**config.mk**
```make
export PLATFORM = sky130hd
export DESIGN_NAME = mux_scan_sequencer
export DESIGN_NICKNAME = d
export VERILOG_FILES = /design/src/rtl/mux_scan_sequencer.sv
export SDC_FILE = /design/constraint.sdc
export NUM_CORES = 1
export LEC_CHECK = 0
export BUFFER_PORTS_ARGS = -buffer_cell sky130_fd_sc_hd__buf_2
export CAP_MARGIN = 10
export CORE_MARGIN = 10
export CORE_UTILIZATION = 40
export DETAILED_ROUTE_END_ITERATION = 10
export GPL_ROUTABILITY_DRIVEN = 0
export GPL_TIMING_DRIVEN = 0
export PLACE_DENSITY = 0.63
export SLEW_MARGIN = 20
export SYNTH_ARGS = -nofsm -noshare
export SYNTH_HDL_FRONTEND = slang
export SYNTH_SLANG_ARGS = --single-unit
```
**constraint.sdc**
```tcl
create_clock -name clk -period 2.2 [get_ports clk]
set_clock_uncertainty 0.15 [all_clocks]
set_input_delay 0.66 -clock clk [delete_from_list [all_inputs] [get_ports clk]]
set_output_delay 0.66 -clock clk [all_outputs]
set_load 0.05 [all_outputs]
```
**src/rtl/mux_scan_sequencer.sv**
```systemverilog
// Scan sequencer for mux7to1: steps sel through NUM_CH channels, DWELL clocks each, and gathers one z bit per channel.
// Optional macro SCAN_CONTINUOUS_EN: after the first start, scans repeat back-to-back until reset.
module mux_scan_sequencer #(
    parameter int NUM_CH = 7,
    parameter int SEL_W  = 3,
    parameter int DWELL  = 20
) (
    input  logic              clk,
    input  logic              rst_n,
    input  logic              start,
    input  logic              z,
    output logic [SEL_W-1:0]  sel,
    output logic              busy,
    output logic              done,
    output logic [NUM_CH-1:0] result,
    output logic              result_valid
);

    localparam int CNT_W = $clog2(DWELL + 1);
    localparam logic [CNT_W-1:0] CNT_LOAD = CNT_W'(DWELL - 1);
    localparam logic [SEL_W-1:0] SEL_LAST = SEL_W'(NUM_CH - 1);

    typedef enum logic [1:0] {
        ST_IDLE,
        ST_DWELL,
        ST_FINISH
    } state_t;

    state_t            state_q, state_d;
    logic [SEL_W-1:0]  sel_q, sel_d;
    logic [CNT_W-1:0]  cnt_q, cnt_d;
    logic              busy_q, busy_d;
    logic              done_q, done_d;
    logic [NUM_CH-1:0] result_q, result_d;
    logic              result_valid_q, result_valid_d;
    logic [NUM_CH-1:0] work_q, work_d;

    always_ff @(posedge clk or negedge rst_n) begin
        if (!rst_n) begin
            state_q        <= ST_IDLE;
            sel_q          <= '0;
            cnt_q          <= '0;
            busy_q         <= 1'b0;
            done_q         <= 1'b0;
            result_q       <= '0;
            result_valid_q <= 1'b0;
            work_q         <= '0;
        end else begin
            state_q        <= state_d;
            sel_q          <= sel_d;
            cnt_q          <= cnt_d;
            busy_q         <= busy_d;
            done_q         <= done_d;
            result_q       <= result_d;
            result_valid_q <= result_valid_d;
            work_q         <= work_d;
        end
    end

    always_comb begin
        state_d        = state_q;
        sel_d          = sel_q;
        cnt_d          = cnt_q;
        busy_d         = busy_q;
        done_d         = 1'b0;
        result_d       = result_q;
        result_valid_d = result_valid_q;
        work_d         = work_q;

        case (state_q)
            ST_IDLE: begin
                if (start) begin
                    state_d        = ST_DWELL;
                    sel_d          = '0;
                    cnt_d          = CNT_LOAD;
                    busy_d         = 1'b1;
                    result_valid_d = 1'b0;
                    work_d         = '0;
                end
            end

            ST_DWELL: begin
                if (cnt_q != '0) begin
                    cnt_d = cnt_q - CNT_W'(1);
                end else begin
                    work_d[sel_q] = z;
                    // The merged word goes straight to result so it never exposes a partial scan.
                    if (sel_q == SEL_LAST) begin
                        state_d        = ST_FINISH;
                        result_d       = work_d;
                        busy_d         = 1'b0;
                        done_d         = 1'b1;
                        result_valid_d = 1'b1;
                    end else begin
                        sel_d = sel_q + SEL_W'(1);
                        cnt_d = CNT_LOAD;
                    end
                end
            end

            ST_FINISH: begin
`ifdef SCAN_CONTINUOUS_EN
                state_d = ST_DWELL;
                sel_d   = '0;
                cnt_d   = CNT_LOAD;
                busy_d  = 1'b1;
                work_d  = '0;
`else
                state_d = ST_IDLE;
                sel_d   = '0;
`endif
            end

            default: begin
                state_d = ST_IDLE;
            end
        endcase
    end

    assign sel          = sel_q;
    assign busy         = busy_q;
    assign done         = done_q;
    assign result       = result_q;
    assign result_valid = result_valid_q;

endmodule

```
==> reports/qor.yml, run 1 <==
dpl.cell_count: 182
cts_buffer_depth: 2
finalSetupViolations: 0
die_area_mm2: 0.00612
max-cap-violations: 0
vias_per_cell: 5.52
syn2layout_area_growth_pct: 13.9
yosysSeqAreaShare: 0.498
core_area_mm2: 0.00331
num_vias: 1038
overflow: 0
cts_root_buffer: "clkbuf_4"
p_seq_frac: 0.362
clk_latency_ns: 0.32
initialDrtViolationCount: 74
hp-class: "input pin to async pin"
status: "completed"
p_leak_nw: 0.657
place_ws_ns: 0.0198
cts_buffers: 3
drt-pass1-iter-count: 4
h-tree-depth: 1
wirelength_mm: 3.01
synth_edf_count: 0
power_w: 0.00233
place_hpwl_mm: 2.16
rows: 21
drive_gt1_frac: 0.232
setup_ws_ns: 0.0747
antenna_cells: 0
synth_area_mm2: 0.00136
period_needed_ns: 2.13
syn_area_per_cell_um2: 11.3
fin_cells: 188
slew_headroom: 0.610
pwr-share-clk: 0.093
drc: 0
setup-tns-final_ns: 0
die_h_um: 78.2
slew_viol_final: 0
syn_nets: 127
syn_inst: 120
path_cells: "inv_1, ha_1, or4b_1, buf_6, nor2_4, mux2_2"
critPathKind: "register to register"
grt_pass1_wl_mm: 5.12
start_util: 0.410
ys_ff_latch: 27
antenna_found_initial: 0
end_kind: "register"
slowest_delay_ns: 0.46
p_int_w: 0.00120
synthFlopType: "dfrtp_1"
rsz0062_at_grt: "false"
cp_max_fo: 9
comb_power_share: 0.545
hold_buffers: 0
tightest_slew_ns: 0.585
grt_use_total: 0.0994
die_w_um: 78.2
fin_crit_sh: 0.966
grt_max_degree: 28
cts_tree: "yes"
grt_pass1_vias: 1047
switching_share: 0.483
ios: 17
ys_types: 40
finalHoldViolations: 0
fmax_mhz: 471
wl_per_cell_um: 16.0
ant_nets: 0
cp_slowest_cell: "or4b_1"
hold_ws_ns: 0.157
critical_path_required_ns: 2.26
arrival_ns: 2.19
worstSetupStartpointType: "register"
nNetsFinal: 150
yosysWarnings: 0
peakVddDrop_v: 0.000787
power.density_mw_per_mm2: 1510
io_buffers: 16
p_switching_w: 0.00112
cts.reportedPaths.clkPinSlew_ns: 0.15
clock-sinks: 27
synthArstFlopShare: 1.00
## power by group through the flow
stage / logic (W) / registers, W / clock network, W
2_1_floorplan: 0.000652 / 0.00114 / 0
3_3_place_gp: 0.00124 / 0.000820 / 0
3_5_place_dp: 0.00127 / 0.000830 / 0
4_1_cts: 0.00127 / 0.000819 / 0.000222
5_1_grt: 0.00139 / 0.000876 / 0.000243
6_report: 0.00127 / 0.000843 / 0.000216
## cells in the mapped netlist (2+ instances only)
cell	n	area [um^2]
dfrtp_1	27	676
o31ai_1	4	30.0
o41ai_1	2	17.5
o21ai_0	8	40.0
mux2i_1	7	70.1
ha_1	3	37.5
a32o_1	2	20.0
nand3_1	3	15.0
o21bai_1	2	15.0
nand3b_1	3	22.5
a21oi_1	7	35.0
nor2_1	2	7.51
mux2_2	4	45.0
clkbuf_1	4	15.0
o2bb2ai_1	7	61.3
nor2b_1	2	12.5
inv_1	5	18.8
nand2b_1	2	12.5
nand2_1	2	7.51
nor3b_1	4	30.0
## sequential cells by signal (all words and copies together) (netlist names)
signal        flops
result            7
work_q            7
cnt_q             5
sel               3
state_q           2
busy              1
done              1
result_valid      1
## what timing repair did
item                       4_1_cts  5_1_grt
setup endpoints to repair        0        9
buffers inserted                 0        3
resized for setup                0        1
## area by class of cell
type	instances	area, um^2
fillers	345	1770
flip-flops and latches	27	676
multi-input cells	81	629
repair buffers	19	103
well taps	46	57.6
plain buffers	6	35.0
clock buffers	4	26.3
inverters	5	18.8
## placed cells by master (no fill, tap or decap), drive strengths merged
master and n:
nor3b 4, inv 5, mux2i 7, o221ai 1, o21bai 2, mux2 4, nand3b 3, nand2 3
o211ai 1, o2bb2ai 7, a21o 2, nor3 1, a2bb2oi 1, a32o 2, and4b 1, nand3 3
or3 1, nand4b 1, a21oi 7, ha 3, nand4 1, nor4b 1, nand2b 2, clkbuf 7
nor2b 2, or4b 1, dfrtp 27, o21ai 8, o41ai 2, a211o 1, o31ai 4, nor2 3
buf 22, o21a 1, or4 1
## path summary, 6_finish.rpt
| path | start | to | slack, ns | depth (start not counted) |
|---|---|---|---|---|
| min reg2reg | work_q[1] | work_q[1] | 0.36 | 1 |
| min | rst_n | cnt_q[3] | 0.16 | 1 |
| max in group asynchronous | rst_n | work_q[1] | 1.35 | 1 |
| max reg2reg | cnt_q[0] | result[5] | 0.07 | 6 |
| min in group clk | work_q[1] | work_q[1] | 0.36 | 1 |
| max | cnt_q[0] | result[5] | 0.07 | 6 |
## cell families after synthesis
logic type	synth area share
simple gates	0.138
mux	0.0849
buf+inv	0.0424
fa+ha+maj	0.0277
compound gates	0.208
flops	0.498
## critical path: cells and delay by family (launching register included)
kind          cells  cell delay, ns
fa+ha+maj         1            0.22
buf+inv           2            0.26
simple gates      2            0.62
flops             1            0.40
mux               1            0.36
## metal layers
layer / up-vias / GRT usage / routed length [um]
met5: - / 0 / 0
met4: 0 / 0.0323 / 17
met3: 2 / 0.0194 / 83
met2: 11 / 0.162 / 1480
met1: 521 / 0.129 / 1430
li1: 504 / - / -
## through the flow
step / utilization / instance area [um^2]
final: 0.467 / 1550
after global routing: 0.467 / 1550
after CTS: 0.459 / 1520
after detailed placement: 0.451 / 1490
after global placement: 0.451 / 1490
after floorplan: - / 1360
No activity file was read; power rests on OpenSTA's default activity.
==> run 2, diff against run 1 <==
Clock period 2.2 ns to 2.3 ns, I/O delays scaled along.
==> run 2 against run 1 <==
  * Final cell count is the same
  * Sequential power decreased by 6.3%
  * Clock power shrank 5%
  * Global-route usage did not move
  * Die area did not move
  * Routed wire length decreased by 0.56%
  * Critical endpoint unchanged
  * Largest cell class unchanged
  * Largest power group unchanged
  * Highest routed layer unchanged
==> reports/qor.yml, run 2 (synthesis gave the netlist of run 1 again) <==
status: "completed"  # unchanged
clk_latency_ns: 0.32  # about the same
die_area_mm2: 0.00612  # unchanged
drt-pass1-iter-count: 4  # unchanged
arrival_ns: 2.21  # was 2.19 ns
ant_nets: 0  # unchanged
die_h_um: 78.2  # unchanged
cp_max_fo: 9  # unchanged
r2r_slack_ns: 0.16  # was 0.07 ns
num_vias: 1046  # was 1038
worstSetupStartpointType: "register"  # unchanged
grtUsageMet2: 0.162  # unchanged
overflow: 0  # unchanged
nNetsFinal: 150  # unchanged
cts_buffer_depth: 2  # unchanged
power.density_mw_per_mm2: 1450  # was 1510 mW/mm^2
dpl.cell_count: 182  # unchanged
max-cap-violations: 0  # unchanged
antenna_cells: 0  # unchanged
setup_ws_ns: 0.155  # was 0.0747 ns
core_area_mm2: 0.00331  # unchanged
critPathKind: "register to register"  # unchanged
place_ws_ns: 0.120  # was 0.0198 ns
antenna_found_initial: 0  # unchanged
crit_start: "cnt_q[0]"  # unchanged
start_util: 0.410  # unchanged
fmax_mhz: 466  # was 471 MHz
grt_use_met1: 0.129  # unchanged
wirelength_mm: 2.99  # was 3.01 mm
rsz0062_at_grt: "false"  # unchanged
grt_use_total: 0.0994  # unchanged
end_kind: "register"  # unchanged
final_common_cell: "dfrtp_1"  # unchanged
ios: 17  # unchanged
grt_max_degree: 28  # unchanged
setup-tns-final_ns: 0  # unchanged
finalHoldViolations: 0  # unchanged
fin_cells: 188  # unchanged
grt_pass1_vias: 1047  # unchanged
cts.reportedPaths.clkPinSlew_ns: 0.15  # about the same
p_leak_nw: 0.653  # was 0.657 nW
critical_path_required_ns: 2.36  # was 2.26 ns
cts_buffers: 3  # unchanged
die_w_um: 78.2  # unchanged
place_hpwl_mm: 2.16  # unchanged
h-tree-depth: 1  # unchanged
timing.rr.start: "cnt_q[0]"  # unchanged
vias_per_cell: 5.56  # was 5.52
fin_crit_sh: 0.932  # was 0.966
initialDrtViolationCount: 59  # was 74
r2r_cells: 6  # unchanged
hp-class: "input pin to async pin"  # unchanged
syn2layout_area_growth_pct: 13.7  # was 13.9%
top_usage_layer: "met2"  # unchanged
tightest_slew_ns: 0.581  # was 0.585 ns
slew_viol_final: 0  # unchanged
wl_per_cell_um: 15.9  # was 16.0 um
power_w: 0.00223  # was 0.00233 W
grt_pass1_wl_mm: 5.12  # unchanged
clock-sinks: 27  # unchanged
final_cell_mix: "dfrtp_1, buf_2, o21ai_0"  # unchanged
slew_headroom: 0.612  # was 0.610
drive_gt1_frac: 0.225  # was 0.232
cts_tree: "yes"  # unchanged
period_needed_ns: 2.14  # was 2.13 ns
io_buffers: 16  # unchanged
grtUsageMet3: 0.0194  # unchanged
worst_r2r_endpoint: "result[5]"  # unchanged
drc: 0  # unchanged
cts_root_buffer: "clkbuf_4"  # unchanged
rows: 21  # unchanged
finalSetupViolations: 0  # unchanged
peakVddDrop_v: 0.000752  # was 0.000787 V
run 2: cell count changes in the layout (fill, tap and decap cells not counted), sizes merged:
cell / before / now
buf: 22 / 21
clkbuf: 7 / 8
run 2: stage by stage:
step                      cell area (um^2)  hold WS [ns]   util
after floorplan                       1360         0.244      -
after CTS                             1520         0.209  0.459
after global routing                  1540         0.222  0.466
after global placement                1490         0.320  0.451
after detailed placement              1490         0.324  0.451
final                                 1540         0.185  0.466
run 2: worst max path at each step:
stage / endpoint / slack [ns]
after floorplan: result[4] / 0.16
after global placement: result[5] / 0.20
after detailed placement: result[5] / 0.12
after CTS: result[5] / 0.11
after global routing: result[5] / 0.05
final: result[5] / 0.16
run 2: final cells by class:
class,instances,area [um^2]
clock buffers,4,26.3
fillers,345,1770
repair buffers,18,95.1
plain buffers,7,38.8
well taps,46,57.6
flip-flops and latches,27,676
inverters,5,18.8
multi-input cells,81,629
run 2: where the power goes:
group,switching [W],internal (W),leakage [nW],total (W)
logic,0.000809,0.000425,0.311,0.00123
registers,0.000130,0.000660,0.326,0.000790
clock network,0.000139,0.0000678,0.0150,0.000206
run 2: routing by layer:
metal,part of all wire,wire length (um)
met5,0,0
met4,0.0057,17
met3,0.033,98
met2,0.49,1480
met1,0.47,1400
run 2: repair_timing:
| item | in CTS | in global routing |
|---|---|---|
| resized for setup | 0 | 1 |
| hold endpoints to repair | 0 | 0 |
| endpoints found under the setup margin | 0 | 5 |
| buffers inserted | 0 | 2 |
| hold buffers | 0 | 0 |
run 2: worst max-delay path, stage by stage, from the launching register on:
cell	delay, ns
dfrtp_1	0.40
inv_1	0.10
ha_1	0.22
or4b_1	0.46
buf_6	0.16
nor2_4	0.18
mux2_2	0.36
